File: src/rtl/timebase_pkg.sv
// timebase_pkg: lock state encoding, error counter width and the
// saturating error-count step shared by the timebase monitor files.
package timebase_pkg;

  localparam int ERR_W = 8;

  typedef enum logic [1:0] {
    SEARCH  = 2'd0,
    ACQUIRE = 2'd1,
    VERIFY  = 2'd2,
    LOCKED  = 2'd3
  } lock_state_t;

  // Lock-loss counter step; holds at all-ones instead of wrapping.
  function automatic logic [ERR_W-1:0] err_inc(input logic [ERR_W-1:0] cnt);
    return (&cnt) ? cnt : cnt + 1'b1;
  endfunction

endpackage

File: src/rtl/timebase_monitor_sync_meter.sv
// sync_meter: registers one active-low sync line, detects its falling and
// rising edges, counts ticks since the last fall (saturating), and latches
// the fall-to-fall period and the fall-to-rise low width.
// FALL_IS_TICK selects which period owns a tick that coincides with a fall:
//   0 - the tick closes the old period (period = count + tick, restart at 0),
//   1 - the tick opens the new period (period = count, restart at tick).
module sync_meter #(
  parameter int W            = 10,
  parameter bit FALL_IS_TICK = 1'b0
) (
  input  logic         CLK_I,
  input  logic         RST_I,
  input  logic         sync_line,
  input  logic         tick,
  output logic         fall,
  output logic         rise,
  output logic [W-1:0] count,
  output logic [W-1:0] meas,
  output logic [W-1:0] period,
  output logic [W-1:0] width
);

  logic         sync_q;
  logic         sync_prev;
  logic [W-1:0] step;
  logic [W-1:0] restart;
  logic [W-1:0] mark;

  assign fall    = sync_prev & ~sync_q;
  assign rise    = ~sync_prev & sync_q;
  assign restart = FALL_IS_TICK ? {{(W-1){1'b0}}, tick} : '0;
  assign meas    = FALL_IS_TICK ? count : step;

  // Counter value advanced by this cycle's tick, parked at all-ones.
  always_comb begin
    step = count;
    if (tick && !(&count)) begin
      step = count + 1'b1;
    end
  end

  // Sync input pipeline, tick counter and period/width latches.
  always_ff @(posedge CLK_I or posedge RST_I) begin
    if (RST_I) begin
      sync_q    <= 1'b1;
      sync_prev <= 1'b1;
      count     <= '0;
      mark      <= '0;
      period    <= '0;
      width     <= '0;
    end else begin
      sync_q    <= sync_line;
      sync_prev <= sync_q;
      if (fall) begin
        count  <= restart;
        mark   <= restart;
        period <= meas;
      end else begin
        count <= step;
      end
      if (rise) begin
        width <= step - mark;
      end
    end
  end

endmodule

File: src/rtl/timebase_monitor.sv
// timebase_monitor: measures video sync timing (line period, HSYNC width,
// frame length), tracks the beam position, and runs a lock FSM that only
// declares lock after a reference line and frame repeat exactly.
module timebase_monitor
  import timebase_pkg::*;
#(
  parameter int DOT_W  = 10,
  parameter int LINE_W = 10
) (
  input  logic              CLK_I,
  input  logic              RST_I,
  input  logic              HSYNC_I,
  input  logic              VSYNC_I,
  output logic [DOT_W-1:0]  X_O,
  output logic [LINE_W-1:0] Y_O,
  output logic [DOT_W-1:0]  LINE_LEN_O,
  output logic [DOT_W-1:0]  HSW_O,
  output logic [LINE_W-1:0] FRAME_LINES_O,
  output logic              LOCKED_O,
  output logic [ERR_W-1:0]  ERRCNT_O
);

  logic              h_fall;
  logic              h_rise_unused;
  logic [DOT_W-1:0]  h_count;
  logic [DOT_W-1:0]  h_meas;
  logic [DOT_W-1:0]  h_period;
  logic [DOT_W-1:0]  h_width;

  logic              v_fall;
  logic              v_rise_unused;
  logic [LINE_W-1:0] v_count;
  logic [LINE_W-1:0] v_meas;
  logic [LINE_W-1:0] v_period;
  logic [LINE_W-1:0] v_width_unused;

  lock_state_t       state;
  logic [DOT_W-1:0]  ref_period;
  logic [LINE_W-1:0] ref_frame;
  logic              first_seen;
  logic [ERR_W-1:0]  errcnt;
  logic              locked_q;

  logic              timeout;
  logic              line_bad;
  logic              frame_bad;

  // Dots: one tick per clock, the fall cycle closes the old line.
  sync_meter #(
    .W            (DOT_W),
    .FALL_IS_TICK (1'b0)
  ) u_hsync (
    .CLK_I     (CLK_I),
    .RST_I     (RST_I),
    .sync_line (HSYNC_I),
    .tick      (1'b1),
    .fall      (h_fall),
    .rise      (h_rise_unused),
    .count     (h_count),
    .meas      (h_meas),
    .period    (h_period),
    .width     (h_width)
  );

  // Lines: one tick per HSYNC fall; a coincident HSYNC fall is line 1 of
  // the new frame, so the frame length excludes it.
  sync_meter #(
    .W            (LINE_W),
    .FALL_IS_TICK (1'b1)
  ) u_vsync (
    .CLK_I     (CLK_I),
    .RST_I     (RST_I),
    .sync_line (VSYNC_I),
    .tick      (h_fall),
    .fall      (v_fall),
    .rise      (v_rise_unused),
    .count     (v_count),
    .meas      (v_meas),
    .period    (v_period),
    .width     (v_width_unused)
  );

  assign timeout   = &h_count;
  assign line_bad  = h_fall && (h_meas != ref_period);
  assign frame_bad = v_fall && (v_meas != ref_frame);

  // Lock FSM: capture a reference line and frame, confirm one more frame,
  // then watch for any exact mismatch or a missing HSYNC.
  always_ff @(posedge CLK_I or posedge RST_I) begin
    if (RST_I) begin
      state      <= SEARCH;
      ref_period <= '0;
      ref_frame  <= '0;
      first_seen <= 1'b0;
      errcnt     <= '0;
      locked_q   <= 1'b0;
    end else begin
      locked_q <= (state == LOCKED);
      if (timeout) begin
        state <= SEARCH;
        if (state == LOCKED) begin
          errcnt <= err_inc(errcnt);
        end
      end else begin
        case (state)
          SEARCH: begin
            if (v_fall) begin
              state      <= ACQUIRE;
              first_seen <= 1'b0;
            end
          end
          ACQUIRE: begin
            if (first_seen && line_bad) begin
              state <= SEARCH;
            end else begin
              if (h_fall && !first_seen) begin
                ref_period <= h_meas;
                first_seen <= 1'b1;
              end
              if (v_fall && first_seen) begin
                ref_frame <= v_meas;
                state     <= VERIFY;
              end
            end
          end
          VERIFY: begin
            if (line_bad || frame_bad) begin
              state <= SEARCH;
            end else if (v_fall) begin
              state <= LOCKED;
            end
          end
          LOCKED: begin
            if (line_bad || frame_bad) begin
              state  <= SEARCH;
              errcnt <= err_inc(errcnt);
            end
          end
          default: state <= SEARCH;
        endcase
      end
    end
  end

  assign X_O           = h_count;
  assign Y_O           = v_count;
  assign LINE_LEN_O    = h_period;
  assign HSW_O         = h_width;
  assign FRAME_LINES_O = v_period;
  assign LOCKED_O      = locked_q;
  assign ERRCNT_O      = errcnt;

endmodule

File: config.mk
export PLATFORM = sky130hd
export DESIGN_NAME = timebase_monitor
export DESIGN_NICKNAME = d
export VERILOG_FILES = /design/src/rtl/timebase_pkg.sv /design/src/rtl/timebase_monitor_sync_meter.sv /design/src/rtl/timebase_monitor.sv
export SDC_FILE = /design/constraint.sdc
export NUM_CORES = 1
export LEC_CHECK = 0
export BUFFER_PORTS_ARGS = -buffer_cell sky130_fd_sc_hd__buf_4
export CAP_MARGIN = 20
export CORE_UTILIZATION = 35
export CTS_CLUSTER_SIZE = 14
export DETAILED_ROUTE_END_ITERATION = 10
export PLACE_DENSITY = 0.52
export SLEW_MARGIN = 25
export SYNTH_ARGS = -nofsm -noshare
export SYNTH_HDL_FRONTEND = slang
export SYNTH_SLANG_ARGS = --single-unit
File: constraint.sdc
create_clock -name CLK_I -period 3.69 [get_ports CLK_I]
set_clock_uncertainty 0.2 [all_clocks]
set_input_delay 0.1845 -clock CLK_I [delete_from_list [all_inputs] [get_ports CLK_I]]
set_output_delay 0.1845 -clock CLK_I [all_outputs]
set_load 0.005 [all_outputs]
### Word-level counts from Yosys, hierarchy flattened

Cells that the tools add are included.

* register bits: 86
* bits of input ports: 4
* output and inout bits: 59
* logic and storage cells: 80

* add/sub/neg operators: 3
* equal/unequal tests: 12
* multiplexer cells: 21
* bitwise operators: 8
* reductions and logical operators: 21

Operators with widths (count)
* 10-bit two-way mux: 4
* 8-bit two-way mux: 5
* 10-bit by 1-bit adder with 10-bit output, second input constant: 2
* 10-bit inequality test: 2
* 10-bit AND reduction: 2
* 2-bit two-way mux: 7
* 4-bit AND reduction: 3
* 8-bit by 1-bit adder with 8-bit output, second input constant: 1
* 4-bit inequality test, second input constant: 2
* 2-bit one-hot mux with 4 select lines: 1
* 8-bit AND reduction: 1
* 1-bit logical AND: 6
* 2-bit inequality test, second input constant: 3
* 2-bit nonzero test: 3
* 1-bit inverter: 5
* 5-bit AND reduction: 1
* 2-bit equality test, second input constant: 2
* 1-bit bitwise AND: 3
* 1-bit two-way mux: 3
* 3-bit by 2-bit inequality test with 1-bit output, second input constant: 1
* 3-bit inequality test, second input constant: 1
* 2-bit by 1-bit equality test with 1-bit output, second input constant: 1
* 1-bit zero test: 2
* 2-bit zero test: 1
* 3 further kinds: 3

### Logic depth before layout (Yosys ltp)

* word-level depth: 8
* gate-level depth with buffers: 11
* mapped depth without buffers: 9

### Modules after synthesis

A second synthesis with hierarchy kept.

* cell total of the unflattened synthesis: 429
* area total of the unflattened synthesis: 4682.0 µm²

By module, submodules not included
* sync_meter at u_vsync: instances 1, cells each 163, area each 1714.1 µm², seq. area each 828.3 µm²
* timebase_monitor: instances 1, cells each 126, area each 1596.5 µm², seq. area each 800.8 µm²
* sync_meter at u_hsync: instances 1, cells each 140, area each 1371.3 µm², seq. area each 803.3 µm²

### Least setup slack after synthesis

Ideal clock, no wire load.

* path kind: reg2reg
* start point: reg u_hsync.count[1]
* end point: reg ref_frame[0]
* library setup time: 125 ps
* data arrival time: 2813 ps
* data required time: 3365 ps
* slack: 553 ps
* cell stages (with the launch flop): 11
* buffers on the path: 1
* clock period less this slack: 3137 ps
* cell sequence: dfrtp_1 > ha_1 > nand3_1 > or4b_1 > o21ai_2 > xor2_1 > nand2_1 > o41a_1 > buf_6 > nor3_4 > mux2_2

* cells in the longest elaborated chain, start to end: 7
* elaborated cells on any way between the ends: 9
* those cells by class: 1 x add/sub; 1 x eq/ne; 1 x mux; 2 x bitwise; 4 x reduce/logical

Ends and longest elaborated chain
* start: declaration: RTL line timebase_monitor_sync_meter.sv:17 `output logic [W-1:0] count,`
* start signal: assignment: RTL line timebase_monitor_sync_meter.sv:55 `count <= restart;`
* start signal: assignment: RTL line timebase_monitor_sync_meter.sv:59 `count <= step;`
* 10-bit by 1-bit adder with 10-bit output or 10-bit AND reduction (tied branches): RTL line timebase_monitor_sync_meter.sv:38, timebase_monitor_sync_meter.sv:37, timebase_monitor.sv:83
* 10-bit two-way mux: RTL line timebase_monitor_sync_meter.sv:37 `if (tick && !(&count)) begin`
* 10-bit inequality test: RTL line timebase_monitor.sv:84 `assign line_bad = h_fall && (h_meas != ref_period);`
* 1-bit logical AND: RTL line timebase_monitor.sv:84
* 1-bit logical AND: RTL line timebase_monitor.sv:113 `if (first_seen && line_bad) begin`
* 1-bit inverter (no source line)
* 4-bit AND reduction (no source line) (*)
* end signal: assignment: RTL line timebase_monitor.sv:121 `ref_frame <= v_meas;`
* end: declaration: RTL line timebase_monitor.sv:39 `logic [LINE_W-1:0] ref_frame;`

Mark *: on every way between the ends. The rest lies on a longest branch, timed or not.
A chain may end at the register's enable or synchronous reset.

### Worst setup path in the final report

* start point: reg u_hsync.count[1]
* end point: reg errcnt[1] (netlist: ERRCNT_O[1])

* cells in the longest elaborated chain, start to end: 7
* elaborated cells on any way between the ends: 9
* those cells by class: 1 x add/sub; 1 x eq/ne; 2 x mux; 5 x reduce/logical

Ends and longest elaborated chain
* 10-bit by 1-bit adder with 10-bit output or 10-bit AND reduction (tied branches): RTL line timebase_monitor_sync_meter.sv:38, timebase_monitor_sync_meter.sv:37, timebase_monitor.sv:83
* 10-bit two-way mux: RTL line timebase_monitor_sync_meter.sv:37
* 10-bit inequality test: RTL line timebase_monitor.sv:84
* 1-bit logical AND: RTL line timebase_monitor.sv:84
* 1-bit logical OR: RTL line timebase_monitor.sv:134 `if (line_bad || frame_bad) begin`
* 2-bit nonzero test (no source line)
* 2-bit AND reduction (no source line)
* end signal: assignment: RTL line timebase_monitor.sv:102 `errcnt <= err_inc(errcnt);`
* end signal: assignment: RTL line timebase_monitor.sv:136 `errcnt <= err_inc(errcnt);`
* end: declaration: RTL line timebase_monitor.sv:41 `logic [ERR_W-1:0] errcnt;`

Several ways; a longest one is shown, not always the timed one.

==> reports/results.tsv <==
stage	metric	value	unit
outcome	run_status	complete, no violations	
setup_path	setup.worst_path.start	u_hsync.count[1]	
timing	worst-slew-pin-transition	0.782	ns
yosys	yosysMostFrequentCell	sky130_fd_sc_hd__dfrtp_1	
yosys	synth_enable_flop_cells	0	
yosys	yosys_warnings	0	
clock_tree	tritoncts_num_sinks	86	
power	irDropWorstVdd	0.327	mV
yosys	synth_common_cells	sky130_fd_sc_hd__dfrtp_1 (82), sky130_fd_sc_hd__nand2_1 (72), sky130_fd_sc_hd__o21ai_0 (34)	
placement	port-buffer-count	62	
clock_tree	clk_path_buf_depth	2	
drt	dr_wl_met3	437	um
timing	layout_worst_path_cycle_share	93.3	%
setup_path	critical_path_peak_fanout	9	
final_layout	layout-drive-gt1-share	25.4	%
drt	firstDrtPassIters	4	
timing	finalHoldViolations	0	
power	p_sw_share	31.2	%
setup_path	r2r_depth	10	
die	die_area	11400	sq um
drt	route.top_layer_used	met4	
yosys	yosysTopAreaCellShare	53.2	%
global_route	grt_start_max_net_pins	46	
die	fp-row-count	37	
power	cellPowerDensity	522	nW/um^2
hold_path	whs_path_depth	0	
setup_path	crit_arrival	3.49	ns
setup_path	worst-setup-path-type	register to register	
yosys	syn_area_per_cell	10.4	sq um
timing	timing.fmax	290	MHz
drt	remaining_drc_errors	0	
clock_tree	h-tree-depth	3	
run	maxcap_violations	0	
hold_path	critical_hold_path_startpoint	u_vsync.sync_q	
drt	via_per_inst	4.98	
placement	place_congestion	0.802	
power	share_clk_of_total_power	28.0	%
final_layout	layout.nets	450	
die	fp.coreArea	10500	sq um
setup_path	crit_path_cell_trace	ha_1 > nand2_1 > or3_1 > o21ai_2 > a211o_1 > nand4_1 > o41a_1 > buf_4 > o21ai_0 > mux2_2	
global_route	vias_in_the_first_global_route	2770	
timing	period_needed	3.44	ns
global_route	grtUsageTotal	16.4	%
drt	detail_route.wl_per_cell	14.7	um
die	initial_utilization	36.7	%
yosys	ys_top_cells_by_area	sky130_fd_sc_hd__dfrtp_1 (53%), sky130_fd_sc_hd__nand2_1 (7.0%), sky130_fd_sc_hd__xnor2_1 (4.8%)	
yosys	synth-seq-area-share	55.9	%
placement	sum_of_net_half_perimeters_after_detailed_placement	6090	um
power	power.internal	1710	uW
timing	post_route_setup_tns	0	ns
yosys	postSynthRegisterBits	86	
timing	maxSlewViolCount	0	
setup_path	critical_path.endpoint_type	register	
clock_tree	clock_tree.root_cell	sky130_fd_sc_hd__clkbuf_8	
final_layout	syn_to_layout_area_delta	23.1	%
setup_path	timing.critical_path.from_type	register	
setup_path	max_stage_delay	0.48	ns
power	power.leakage	0.00230	uW
final_layout	final_core_utilization	45.2	%
yosys	syn-instance-count	371	
global_route	grt.overflow.total	0	
setup_path	r2r-start	u_hsync.count[1]	
yosys	synth.net_count	378	
clock_tree	cts_tree	yes	
hold_path	hold_end	u_vsync.sync_prev	
setup_path	crit_path_top_delay_cell	sky130_fd_sc_hd__dfrtp_1	
clock_tree	worstSkewPairLatency	0.36	ns
drt	vias_after_detailed_routing	2911	
yosys	synth.largest_area_cell	sky130_fd_sc_hd__dfrtp_1	
die	dieWidth	107	um
yosys	synthArstFlopShare	100	%
drt	wl_met1	4240	um
drt	ant_nets	0	
hold_path	timing.hold.worst.class	register to register	
timing	rsz_0062_raised_after_global_routing	no	
die	die_h	107	um
clock_tree	cts-buffers-inserted	9	
timing	timing.max_slew.rel_slack	47.8	%
drt	route.met2.wl	3760	um
power	power_frac_seq	49.2	%
global_route	antenna_found_initial	0	
timing	setup_viol_count_final	0	
power	pwr-share-comb	22.8	%
setup_path	r2r_slack	0.25	ns
yosys	yosysUniqueCellTypes	44	
yosys	synthFlopType	sky130_fd_sc_hd__dfrtp_1	
setup_path	timing.rr.end	ERRCNT_O[1]	
power	net_switching_power	773	uW
clock_tree	clock_slew_seen_by_the_registers_of_the_worst_setup_and_hold_paths	0.09	ns
setup_path	cp_data_required_time	3.73	ns
drt	drt_first_iter_violations	101	
final_layout	diodes	0	
yosys	netlist_area_before_placement	3860	sq um
die	num_io_pins	63	
global_route	wire_length_of_the_first_global_routing_pass	14400	um
drt	detail_route.wirelength	8580	um
## cell type report
| cell class | instances | area, sq um |
|---|---|---|
| fillers | 1000 | 5760 |
| flip-flops and latches | 86 | 2160 |
| multi-input cells | 265 | 1620 |
| repair buffers | 76 | 578 |
| well taps | 136 | 170 |
| clock buffers | 10 | 138 |
| clock inverters | 6 | 68.8 |
| inverters | 5 | 20.0 |
## power by group through the flow
stage                     registers (uW)  logic (uW)  clock network, uW
final                               1220         566                694
after global routing                1250         632                754
after CTS                           1220         574                716
after detailed placement            1230         570                  0
after global placement              1230         567                  0
after floorplan                     1210         358                  0
## sequential cells by signal, indices dropped and copies added, names as in the netlist
register           flops
first_seen             1
u_hsync.sync_q         1
u_vsync.sync_q         1
u_vsync.period        10
u_vsync.count         10
u_hsync.period        10
ref_period            10
ERRCNT_O               8
u_hsync.width         10
u_hsync.sync_prev      1
u_vsync.sync_prev      1
LOCKED_O               1
ref_frame             10
u_hsync.count         10
state                  2
## layout by cell type, fill, tap and decap left out, types with 7 or more instances in the layout
master / n
sky130_fd_sc_hd__xnor2_1: 21
sky130_fd_sc_hd__mux2_2: 14
sky130_fd_sc_hd__xor2_1: 14
sky130_fd_sc_hd__buf_4: 73
sky130_fd_sc_hd__o21ai_0: 34
sky130_fd_sc_hd__dfrtp_1: 82
sky130_fd_sc_hd__and3_1: 7
sky130_fd_sc_hd__nand2_1: 72
sky130_fd_sc_hd__nand3_1: 12
sky130_fd_sc_hd__clkbuf_8: 10
sky130_fd_sc_hd__nor2_1: 26
## worst max path at each step
stage | to | cells past startpoint
2_1_floorplan | ref_frame[0] | 10
3_3_place_gp | ref_frame[4] | 9
3_5_place_dp | ref_frame[2] | 9
4_1_cts | ref_frame[6] | 9
5_1_grt | ref_frame[5] | 9
6_report | ERRCNT_O[1] | 10
## critical path: cells and delay by family (launching register included)
kind	cells	cell delay, ns
adder cells (fa/ha/maj)	1	0.31
multiplexers	1	0.38
flip-flops	1	0.48
AND/OR/NAND/NOR	3	0.67
AO/OA/AOI/OAI	4	1.11
buffers and inverters	1	0.19
## logic make-up (layout without fill, tap and decap cells)
group	after synthesis	count (layout)	synth area share, %
buffers and inverters	20	97	2.34
flip-flops	86	86	55.9
adder cells (fa/ha/maj)	3	3	0.973
AND/OR/NAND/NOR	146	146	17.6
XOR/XNOR	35	35	7.95
AO/OA/AOI/OAI	64	64	10.4
multiplexers	17	17	4.87
## through the flow
| step | area (sq um) | instances | hold WS [ns] | total power, uW | setup slack (ns) |
|---|---|---|---|---|---|
| 2_1_floorplan | 3860 | 371 | -0.0110 | 1560 | 0.553 |
| 3_3_place_gp | 4500 | 565 | 0.0944 | 1800 | 0.336 |
| 3_5_place_dp | 4500 | 565 | 0.0972 | 1800 | 0.215 |
| 4_1_cts | 4740 | 584 | 0.180 | 2510 | 0.199 |
| 5_1_grt | 4750 | 584 | 0.184 | 2630 | 0.000945 |
| 6_report | 4750 | 584 | 0.180 | 2480 | 0.245 |
## timing repair
item                                    CTS  global route
hold buffers                              3             0
hold endpoints to repair                 45             0
buffers inserted                          0             0
endpoints found under the setup margin    0            11
resized for setup                         0             1
## layer usage
layer	vias to the layer above	track usage (%)
li1	1419	-
met1	1415	24.4
met2	66	22.9
met3	11	4.26
met4	0	5.58
met5	-	0
(Power assumes the default switching activity.)
